$ cat config.mk
export PLATFORM = sky130hd
export DESIGN_NAME = matrix_stream_frontend
export DESIGN_NICKNAME = d
export VERILOG_FILES = /design/src/rtl/matrix_stream_frontend.sv
export SDC_FILE = /design/constraint.sdc
export NUM_CORES = 1
export LEC_CHECK = 0
export CORE_ASPECT_RATIO = 1.5
export CORE_MARGIN = 2
export CORE_UTILIZATION = 48
export DETAILED_ROUTE_END_ITERATION = 6
export HOLD_SLACK_MARGIN = 0.08
export PLACE_DENSITY = 0.8
export SLEW_MARGIN = 10
export SYNTH_ARGS = -nofsm -noshare
export SYNTH_HDL_FRONTEND = slang
export SYNTH_SLANG_ARGS = --single-unit
$ cat constraint.sdc
create_clock -name clk -period 2.9 [get_ports clk]
set_clock_uncertainty 0.2 [all_clocks]
set_input_delay 0.435 -clock clk [delete_from_list [all_inputs] [get_ports clk]]
set_output_delay 0.435 -clock clk [all_outputs]
set_load 0.01 [all_outputs]
$ cat src/rtl/matrix_stream_frontend.sv
// rtl/matrix_stream_frontend.sv - serial word front-end packing operands for and unpacking results from matrix_multiplier
module matrix_stream_frontend #(
    parameter int NUM_FIRST_ROW  = 2,
    parameter int NUM_FIRST_COL  = 2,
    parameter int NUM_SECOND_COL = 2
) (
    input  logic                                          clk,
    input  logic                                          rst,
    input  logic [31:0]                                   in_data,
    input  logic                                          in_valid,
    output logic                                          in_ready,
    output logic [31:0]                                   out_data,
    output logic                                          out_valid,
    input  logic                                          out_rdy,
    output logic [32*NUM_FIRST_ROW*NUM_FIRST_COL-1:0]     m_In1,
    output logic [32*NUM_FIRST_COL*NUM_SECOND_COL-1:0]    m_In2,
    output logic                                          m_load,
    input  logic [32*NUM_FIRST_ROW*NUM_SECOND_COL-1:0]    m_Out,
    input  logic                                          m_out_ready,
    output logic                                          m_out_ack
);

    localparam int NA = NUM_FIRST_ROW * NUM_FIRST_COL;
    localparam int NB = NUM_FIRST_COL * NUM_SECOND_COL;
    localparam int NR = NUM_FIRST_ROW * NUM_SECOND_COL;
    localparam int CW = $clog2(NA + NB + 1);
    localparam int RW = $clog2(NR + 1);

    typedef enum logic [1:0] {
        COLLECT  = 2'd0,
        LOAD     = 2'd1,
        WAIT_RES = 2'd2,
        SEND     = 2'd3
    } state_t;

    state_t              state;
    logic [CW-1:0]       word_cnt;
    logic [RW-1:0]       res_idx;
    logic                blank;
    logic [32*NR-1:0]    result;

    // Control FSM: collect operand words, pulse load, wait for the result, stream it out.
    always_ff @(posedge clk or negedge rst) begin
        if (!rst) begin
            state     <= COLLECT;
            word_cnt  <= '0;
            res_idx   <= '0;
            blank     <= 1'b0;
            result    <= '0;
            m_In1     <= '0;
            m_In2     <= '0;
            m_load    <= 1'b0;
            m_out_ack <= 1'b0;
            out_valid <= 1'b0;
            out_data  <= '0;
            in_ready  <= 1'b0;
        end else begin
            case (state)
                COLLECT: begin
                    in_ready <= 1'b1;
                    if (in_valid && in_ready) begin
                        // First word of each matrix lands at the MSBs; B arrives column-major.
                        for (int k = 0; k < NA; k++) begin
                            if (word_cnt == CW'(k)) begin
                                m_In1[32*(NA-1-k) +: 32] <= in_data;
                            end
                        end
                        for (int k = 0; k < NB; k++) begin
                            if (word_cnt == CW'(NA + k)) begin
                                m_In2[32*(NB-1-k) +: 32] <= in_data;
                            end
                        end
                        if (word_cnt == CW'(NA + NB - 1)) begin
                            word_cnt <= '0;
                            in_ready <= 1'b0;
                            m_load   <= 1'b1;
                            state    <= LOAD;
                        end else begin
                            word_cnt <= word_cnt + 1'b1;
                        end
                    end
                end
                LOAD: begin
                    m_load <= 1'b0;
                    blank  <= 1'b1;
                    state  <= WAIT_RES;
                end
                WAIT_RES: begin
                    // A ready left over from the previous result is masked for one cycle.
                    if (blank) begin
                        blank <= 1'b0;
                    end else if (m_out_ready) begin
                        result    <= m_Out;
                        m_out_ack <= 1'b1;
                        out_valid <= 1'b1;
                        out_data  <= m_Out[32*NR-1 -: 32];
                        res_idx   <= '0;
                        state     <= SEND;
                    end
                end
                SEND: begin
                    m_out_ack <= 1'b0;
                    if (out_valid && out_rdy) begin
                        if (res_idx == RW'(NR - 1)) begin
                            out_valid <= 1'b0;
                            res_idx   <= '0;
                            in_ready  <= 1'b1;
                            state     <= COLLECT;
                        end else begin
                            res_idx <= res_idx + 1'b1;
                            for (int k = 1; k < NR; k++) begin
                                if (res_idx == RW'(k - 1)) begin
                                    out_data <= result[32*(NR-1-k) +: 32];
                                end
                            end
                        end
                    end
                end
                default: begin
                    state <= COLLECT;
                end
            endcase
        end
    end

endmodule
==> summary.md, run 1 <==
| Metric | Value |
|---|---|
| Status | finished clean |
| Clk sinks | 398 |
| Crit-path max FO | 32 |
| Pre-antenna DRT Iters | 4 |
| Synth Net Count | 1,297 |
| Routability-driven placement congestion ratio | 0.805 |
| Most frequent cells in the layout | clkdlybuf4s50_1 (455), dfrtp_1 (398), mux2_2 (373) |
| Cells after Synth | 1,120 |
| Core box area | 33,500 sq um |
| Total die area | 35,600 sq um |
| Period utilisation layout | 80.4% |
| # nets final | 1,757 |
| Synth-to-Final Area Change | 39.0% |
| Part of the power in registers | 38.4% |
| Switching share of total power | 31.6% |
| Pwr dens | 1090 nW/um^2 |
| Worst-margin pin slew | 0.566 ns |
| Top area cells in the synthesized netlist | dfrtp_1 (61%), mux2_2 (26%), nor3_1 (2.7%), nand2b_1 (1.5%), nor2b_1 (1.2%) |
| DRT antenna net count | 0 |
| Starting density of the core | 48.8% |
| Slowest-stage cell, CP | dfrtp_1 |
| Post-DP HPWL | 31.3 mm |
| Chip width | 155 um |
| CP most frequent cell | nor3_1 |
| Vias per inst | 5.43 |
| Crit path time final | 2.33 ns |
| Sw power | 7.85 mW |
| Sequential element share of the synthesized area | 60.8% |
| Remaining DRCs | 0 |
| Via count | 11,000 |
| Cell internal pwr | 17.0 mW |
| Detailed Route WL | 44.8 mm |
| Final global-route overflow total | 0 |
| Post-route design area | 22,800 sq um |
| Peak supply drop | 0.000650 V |
| Clk_lat worst skew | 0.54 ns |
| Final hold viol count | 0 |
| Commonest non-fill, non-tap cell in the layout | clkdlybuf4s50_1 |
| Clock-pin slew on the worst setup and hold paths | 0.06 ns |
| Port bufs | 456 |
| Root buf cell | clkbuf_16 |
| FF+latch count, synth | 398 |
| Crit path capture type | flip-flop |
| Global-route wire length before repair | 69.8 mm |
| WL/cell | 22.1 um |
| Post-CTS resize count | 0 |
| Clock power share | 19.5% |
| Largest area contributor in the netlist | dfrtp_1 |
| Initial antenna violation count | 4 |
| Post-Syn Area | 16,400 sq um |
| Slowest Stage Delay on Critical Path | 0.39 ns |
| Comb power frac | 42.0% |
| Crit-path cells | inv_1 -> ha_1 -> or3b_1 -> buf_4 -> nor3_1 -> nor3_1 -> mux2_2 |
| Largest delay share family, worst path | simple AND/OR/NAND/NOR gates |
| Required @ worst endpoint | 3.12 ns |
| H-tree depth | 2 |
| Lkg Pwr | 9.91 nW |
| Clock Path Buffers | 3 |
| Setup-failing EPs final | 0 |
| Yosys warnings | 0 |
| Final slew viol count | 0 |
| Total of max-cap violations | 0 |
| Crit path kind | flip-flop to flip-flop |
| Row count | 82 |
| Worst path bufs/invs | 2 |
| Placed Area | 21,500 sq um |
| Setup bufs post-CTS | 0 |
| Layout cells sized above 1 | 29.9% |
| Hold crit path type | input port to async pin |
| Fmax | 429 MHz |
| CP Launch Type | flip-flop |
| Largest net degree at the start of global routing | 104 |
| I/O Pins | 457 |
| Inserted Clock Buffers | 38 |
| GRT Overall Usage | 25.3% |
| Setup_tns | 0 ns |
| CTS tree | built |
| Post-synth top area share | 60.8% |
| Initial DRC Count | 379 |
| Post-synth cell types | 40 |
| Unrepaired setup endpoints after global routing | no |
| Vias in the first global route | 11,800 |
| Relative slew slack | 62.3% |
| Die height | 230 um |
| Syn Area/Cell | 14.6 sq um |
| Critical path arrival | 2.55 ns |
==> flip-flops by register name (all words and copies together), names as in the netlist <==
name and flops:
out_data 32, m_out_ack 1, m_load 1, out_valid 1
word_cnt 4, result 96, blank 1, m_In2 128
m_In1 128, in_ready 1, res_idx 3, state 2
==> metrics by stage <==
| stage | total power, mW | setup slack (ns) | util (%) | hold WS, ns | instances |
|---|---|---|---|---|---|
| after floorplan | 14.5 | 0.823 | - | -0.0606 | 1120 |
| after global placement | 19.7 | 0.362 | 64.1 | 0.205 | 1959 |
| after detailed placement | 20.1 | 0.327 | 64.1 | 0.208 | 1959 |
| after CTS | 25.1 | 0.547 | 67.8 | 0.247 | 2026 |
| after global routing | 26.1 | 0.468 | 67.8 | 0.266 | 2030 |
| final | 24.8 | 0.568 | 67.8 | 0.228 | 2030 |
==> cell type report <==
class                           count  area [sq um]
Timing Repair Buffer              481          4930
Clock inverter                     13           115
Multi-Input combinational cell    652          6080
Tap cell                          420           526
Clock buffer                       53          1100
Inverter                            9          33.8
Fill cell                        2366         10800
Sequential cell                   398          9960
Antenna cell                        4          10.0
==> cell families after synthesis <==
family | after synthesis | synth area share (%)
DFF | 398 | 60.8
muxes | 386 | 26.5
and+or+nand+nor | 204 | 7.24
buffers and inverters | 70 | 2.45
AOI/OAI and AO/OA | 48 | 1.91
adders and majority gates | 12 | 0.917
xor gates and xnor gates | 2 | 0.107
==> power by group through the flow <==
| stage | clock, mW | sequential [mW] | combinational (mW) |
|---|---|---|---|
| 2_1_floorplan | 0 | 10.2 | 4.30 |
| 3_3_place_gp | 0 | 9.47 | 10.2 |
| 3_5_place_dp | 0 | 9.60 | 10.5 |
| 4_1_cts | 4.96 | 9.53 | 10.6 |
| 5_1_grt | 5.20 | 9.84 | 11.1 |
| 6_report | 4.84 | 9.53 | 10.4 |
==> synthesized netlist by cell type (all sizes together) <==
master / number
and3: 1
or3b: 1
o31ai: 1
a21oi: 1
nor2: 8
a22oi: 3
nand3b: 1
nor2b: 32
a21boi: 1
o21ba: 1
o21ai: 6
o22ai: 32
nand4b: 2
nor3: 99
nand2b: 39
clkbuf: 17
dfrtp: 398
a2bb2oi: 1
ha: 12
a21o: 1
or2: 1
inv: 9
buf: 44
a22o: 1
nand3: 6
xor2: 1
nand2: 11
mux2: 385
mux2i: 1
nand4: 3
xnor2: 1
==> per-layer routing <==
metal	global-route usage (%)	vias up	share of wire, %	routed length (um)
met3	5.73	103	6.2	2800
met2	45.4	402	53	23800
met5	0	-	0	0
li1	-	4902	-	-
met4	11.4	0	4.2	1880
met1	28.6	5618	36	16300
==> worst paths after layout <==
check	cells past startpoint	start	to	slack (ns)
max in group asynchronous	3	rst	result[94]	1.46
hold / removal	2	rst	m_In1[94]	0.23
setup reg to reg	7	res_idx[0]	out_data[1]	0.57
hold reg to reg	1	m_In1[70]	m_In1[70]	0.29
setup / recovery	7	res_idx[0]	out_data[1]	0.57
min in group clk	1	m_In1[70]	m_In1[70]	0.29
==> timing repair <==
action                                  4_1_cts  5_1_grt
hold buffers                                  1        0
hold endpoints to repair                     50        0
endpoints found under the setup margin        0        0
Note: power is estimated with default switching activity, not from simulation.
==> run 2: changes to the inputs <==
==> constraint.sdc (replaced) <==
create_clock -name clk -period 2.27 [get_ports clk]
set_clock_uncertainty 0.2 [all_clocks]
set_input_delay 0.3405 -clock clk [delete_from_list [all_inputs] [get_ports clk]]
set_output_delay 0.3405 -clock clk [all_outputs]
set_load 0.01 [all_outputs]
==> run 2 against run 1 <==
  * Clock power rose by 29%
  * Register-to-register slack got worse by 0.52 ns
  * Sequential share of layout area fell by 0.70 points
  * Utilization rose by 1.1 points
  * Maximum frequency rose by 5.2%
  * Sequential cell count did not move
  * Non-clock buffer count rose by 25
  * Cell count rose by 1.1%
  * Global-route usage barely moved
  * Combinational power rose by 31%
  * Critical endpoint is now out_data[30]
==> summary.md, run 2 (synthesized netlist as in run 1, its figures left out) <==
| Metric | Value |
|---|---|
| Final global-route overflow total | 0 (unchanged) |
| Pre-antenna DRT Iters | 4 (unchanged) |
| Period utilisation layout | 97.7% (+17 points) |
| Vias in the first global route | 11,700 (-0.76%) |
| Final slew viol count | 0 (unchanged) |
| CTS tree | built |
| Clock Path Buffers | 3 (unchanged) |
| I/O Pins | 457 (unchanged) |
| GRT Overall Usage | 25.3% (about the same) |
| Worst R2R Setup Slack | 0.05 ns (-0.52 ns) |
| Most frequent cells in the layout | clkdlybuf4s50_1 (455), dfrtp_1 (398), mux2_2 (373) |
| Inserted Clock Buffers | 38 (unchanged) |
| Setup_tns | 0 ns (unchanged) |
| Vias per inst | 5.41 (-0.30%) |
| Peak supply drop | 0.000804 V (+24%) |
| Pwr dens | 1390 nW/um^2 (+27%) |
| Largest net degree at the start of global routing | 60 (-42%) |
| Crit path kind | flip-flop to flip-flop |
| Starting density of the core | 48.8% (unchanged) |
| Clock-pin slew on the worst setup and hold paths | 0.06 ns (about the same) |
| Row count | 82 (unchanged) |
| Worst hold slack | 0.140 ns (-0.0881 ns) |
| Placed cell count | 1,982 (+1.2%) |
| Required @ worst endpoint | 2.47 ns (-0.65 ns) |
| Fmax | 451 MHz (+5.2%) |
| Post-DP HPWL | 32.2 mm (+2.8%) |
| Via count | 11,100 (+0.83%) |
| Crit path time final | 2.22 ns (-0.115 ns) |
| Clk sinks | 398 (unchanged) |
| Regs by FF count | m_In1 (128), m_In2 (128), result (96) |
| Setup-failing EPs final | 0 (unchanged) |
| WL/cell | 22.0 um (-0.46%) |
| Chip width | 155 um (unchanged) |
| Core box area | 33,500 sq um (unchanged) |
| Root buf cell | clkbuf_16 |
| Total die area | 35,600 sq um (unchanged) |
| CP Launch Type | flip-flop |
| Total of max-cap violations | 0 (unchanged) |
| Crit-path max FO | 16 (-50%) |
| Initial DRC Count | 405 (+6.9%) |
| Clk_lat worst skew | 0.53 ns (about the same) |
| Status | finished clean |
| Final hold viol count | 0 (unchanged) |
| Final non-filler cell total | 2,053 (+1.1%) |
| Die height | 230 um (unchanged) |
| Synth-to-Final Area Change | 41.2% |
| Hold crit path type | input port to async pin |
| H-tree depth | 2 (unchanged) |
| Layout cells sized above 1 | 31.7% (+1.8 points) |
| Worst-margin pin slew | 0.533 ns (-0.0336 ns) |
| Lkg Pwr | 10.1 nW (+1.8%) |
| Port bufs | 456 (unchanged) |
| # nets final | 1,782 (+1.4%) |
| Commonest non-fill, non-tap cell in the layout | clkdlybuf4s50_1 |
| Remaining DRCs | 0 (unchanged) |
| Critical path arrival | 2.42 ns (-0.13 ns) |
| Global-route wire length before repair | 69.9 mm (about the same) |
| Detailed Route WL | 45.1 mm (+0.67%) |
| Initial antenna violation count | 4 (unchanged) |
| Crit path capture type | flip-flop |
| Routability-driven placement congestion ratio | 0.831 (+3.3%) |
| Final Core Density | 68.9% (+1.1 points) |
| DRT antenna net count | 0 (unchanged) |
| Relative slew slack | 64.5% (+2.2 points) |
## run 2: cell types whose count changed in the layout (fill, tap and decap cells not counted), moves of 2 or more
cell | before | now
buf_12 | 14 | 23
buf_4 | 10 | 25
clkbuf_1 | 7 | 5
clkbuf_16 | 39 | 42
clkinv_8 | 2 | 0
ha_1 | 11 | 7
ha_2 | 0 | 4
nor3_1 | 87 | 82
nor3_2 | 10 | 15
## run 2: cell type report
type	instances	area [sq um]
Fill cell	2355	10400
Sequential cell	398	9960
Multi-Input combinational cell	652	6110
Timing Repair Buffer	506	5250
Clock buffer	53	1140
Tap cell	420	526
Clock inverter	11	85.1
Inverter	9	33.8
Antenna cell	4	10.0
## run 2: metrics by stage
stage,setup WS (ns),cell area (sq um),power (mW)
final,0.0528,23100,32.1
after CTS,0.0105,23000,32.3
after detailed placement,-0.168,21800,25.9
after global routing,-0.00360,23100,33.8
after floorplan,0.193,16400,18.5
after global placement,-0.135,21800,25.4
## run 2: worst paths after layout
kind / to / startpoint / depth (start not counted)
max reg2reg: out_data[30] / res_idx[0] / 7
max: out_data[30] / res_idx[0] / 7
min reg2reg: m_In1[70] / m_In1[70] / 1
max in group asynchronous: result[67] / rst / 3
min: m_In2[62] / rst / 2
min in group clk: result[17] / m_Out[17] / 2
## run 2: where the power goes
group | leakage, nW | total [mW] | switching (mW) | internal (mW)
clock network | 0.607 | 6.25 | 2.64 | 3.61
registers | 5.10 | 12.2 | 1.81 | 10.4
logic | 4.39 | 13.6 | 5.64 | 8.01
## run 2: critical path, stage by stage, from the launching register on
cell       delay (ns)
dfrtp_1          0.38
inv_1            0.10
ha_2             0.22
or3b_4           0.44
clkbuf_16        0.22
nor3_1           0.21
nor3_1           0.07
mux2_2           0.26
## run 2: routing by layer
metal	vias to the layer above	wire length, um	global-route usage, %
li1	4963	-	-
met1	5675	16800	29.2
met5	-	0	0
met2	381	24200	45.9
met4	0	1680	10.2
met3	97	2430	5.01
## run 2: repair_timing
action | in CTS | in global routing
gates resized for setup | 0 | 11
buffers inserted | 0 | 1
hold buffers | 1 | 0
endpoints found under the hold margin | 384 | 0
endpoints found under the setup margin | 0 | 138
==> run 3: changes to the inputs <==
--- a/config.mk
+++ b/config.mk
@@ -9,6 +9,7 @@
 export CORE_MARGIN = 2
 export CORE_UTILIZATION = 48
 export DETAILED_ROUTE_END_ITERATION = 6
+export GPL_TIMING_DRIVEN = 1
 export HOLD_SLACK_MARGIN = 0.08
 export PLACE_DENSITY = 0.8
 export SLEW_MARGIN = 10
==> constraint.sdc (replaced) <==
create_clock -name clk -period 2.27 [get_ports clk]
set_clock_uncertainty 0.2 [all_clocks]
set_input_delay 0.3405 -clock clk [delete_from_list [all_inputs] [get_ports clk]]
set_output_delay 0.3405 -clock clk [all_outputs]
set_load 0.02 [all_outputs]
==> run 3 against run 2 <==
  * Global-route usage did not move
  * Critical endpoint unchanged
  * Largest power group unchanged
  * Cell count did not move
  * Clock power barely moved
  * Sequential power barely moved
  * Highest routed layer unchanged
==> summary.md, run 3 (synthesized netlist as in run 1, its figures left out) <==
| Metric | Value |
|---|---|
| Power consumption | 33.9 mW (+5.6%) |
| Largest net degree at the start of global routing | 60 (unchanged) |
| Status | finished clean |
| CTS tree | built |
| DRT antenna net count | 0 (unchanged) |
| Vias in the first global route | 11,700 (unchanged) |
| Final hold viol count | 0 (unchanged) |
| Crit-path max FO | 16 (unchanged) |
| Commonest non-fill, non-tap cell in the layout | clkdlybuf4s50_1 |
| Routability-driven placement congestion ratio | 0.831 (unchanged) |
| Clk sinks | 398 (unchanged) |
| Placed cell count | 1,982 (unchanged) |
| Worst R2R Setup Slack | 0.05 ns (about the same) |
| Initial antenna violation count | 4 (unchanged) |
| Relative slew slack | 64.5% (unchanged) |
| Worst-margin pin slew | 0.533 ns (unchanged) |
| Clk_lat worst skew | 0.53 ns (about the same) |
| Critical path arrival | 2.42 ns (about the same) |
| Final slew viol count | 0 (unchanged) |
| Final global-route overflow total | 0 (unchanged) |
| Core box area | 33,500 sq um (unchanged) |
| Detailed Route WL | 45.1 mm (unchanged) |
| CP Capture Point | out_data[30] |
| Worst r2r src | res_idx[0] |
| Fmax | 451 MHz (unchanged) |
| Port bufs | 456 (unchanged) |
| Pre-antenna DRT Iters | 4 (unchanged) |
| Initial DRC Count | 405 (unchanged) |
| Period utilisation layout | 97.7% (unchanged) |
| I/O Pins | 457 (unchanged) |
| WL/cell | 22.0 um (unchanged) |
| Starting density of the core | 48.8% (unchanged) |
| Synth-to-Final Area Change | 41.2% (about the same) |
| Setup_tns | 0 ns (unchanged) |
| Setup-failing EPs final | 0 (unchanged) |
| Total die area | 35,600 sq um (unchanged) |
| Most frequent cells in the layout | clkdlybuf4s50_1 (454), dfrtp_1 (398), mux2_2 (373) |
| Chip width | 155 um (unchanged) |
| Pwr dens | 1460 nW/um^2 (+5.6%) |
| Clock-pin slew on the worst setup and hold paths | 0.06 ns (about the same) |
| Hold crit path type | input port to async pin |
| Layout cells sized above 1 | 31.7% (unchanged) |
| CP Launch Type | flip-flop |
| Crit path capture type | flip-flop |
| # nets final | 1,782 (unchanged) |
| Post-DP HPWL | 32.2 mm (unchanged) |
| Reg2Reg Depth | 7 (unchanged) |
| Final non-filler cell total | 2,053 (unchanged) |
| Regs by FF count | m_In1 (128), m_In2 (128), result (96) |
| Required @ worst endpoint | 2.47 ns (about the same) |
| Inserted Clock Buffers | 38 (unchanged) |
| Vias per inst | 5.41 (unchanged) |
| Lkg Pwr | 10.1 nW (unchanged) |
| Total of max-cap violations | 0 (unchanged) |
| Crit path kind | flip-flop to flip-flop |
| Root buf cell | clkbuf_16 |
| Clock Path Buffers | 3 (unchanged) |
| Global-route wire length before repair | 69.9 mm (unchanged) |
| Via count | 11,100 (unchanged) |
| Peak supply drop | 0.000821 V (+2.2%) |
| Row count | 82 (unchanged) |
| GRT Overall Usage | 25.3% (unchanged) |
| H-tree depth | 2 (unchanged) |
| Reg-to-reg endpoint | out_data[30] |
| Critical Path Start | res_idx[0] |
| Remaining DRCs | 0 (unchanged) |
| Die height | 230 um (unchanged) |
| Crit path time final | 2.22 ns (unchanged) |
## run 3: changes by cell type in the layout (fill, tap and decap cells not counted)
cell	before	now
clkdlybuf4s50_1	455	454
dlygate4sd2_1	0	1
## run 3: per-stage QoR
stage / hold WS (ns) / setup slack (ns) / util (%) / cell area, sq um
final: 0.140 / 0.0528 / 68.9 / 23100
after global routing: 0.183 / -0.00360 / 68.9 / 23100
after CTS: 0.169 / 0.0105 / 68.7 / 23000
after detailed placement: 0.131 / -0.168 / 65.0 / 21800
after global placement: 0.124 / -0.135 / 65.0 / 21800
after floorplan: -0.155 / 0.193 / - / 16400
## run 3: layout make-up
class / instances / area, sq um
Fill cell: 2356 / 10400
Sequential cell: 398 / 9960
Multi-Input combinational cell: 652 / 6110
Timing Repair Buffer: 506 / 5250
Clock buffer: 53 / 1140
Tap cell: 420 / 526
Clock inverter: 11 / 85.1
Inverter: 9 / 33.8
Antenna cell: 4 / 10.0
## run 3: worst min path at each step
stage / start / to / cells past startpoint / slack (ns)
after floorplan: rst / blank / 0 / -0.16
after detailed placement: rst / m_In2[62] / 1 / 0.13
after global routing: rst / m_In2[60] / 2 / 0.18
final: rst / m_In2[62] / 2 / 0.14
after global placement: rst / m_In2[62] / 1 / 0.12
after CTS: rst / m_In2[62] / 2 / 0.17
## run 3: routing by layer
layer	wire (um)	global-route usage, %	vias to the layer above
met5	0	0	-
met4	1680	10.2	0
met3	2430	5.01	97
met2	24200	45.9	381
met1	16800	29.2	5675
li1	-	-	4963
## run 3: critical path: stages, from the launching register on
cell and delay, ns:
dfrtp_1 0.38, inv_1 0.10, ha_2 0.22, or3b_4 0.44, clkbuf_16 0.22, nor3_1 0.21, nor3_1 0.07, mux2_2 0.26
## run 3: power by group
group	total [mW]	switching, mW	internal, mW
Clock	6.25	2.64	3.61
Combinational	15.4	7.43	8.01
Sequential	12.2	1.81	10.4
## run 3: repair_timing
action	4_1_cts	5_1_grt
buffers inserted	0	1
setup endpoints to repair	1	138
hold buffers	1	0
endpoints found under the hold margin	384	0
resized for setup	1	11
cloned	0	1
pin swaps	0	1
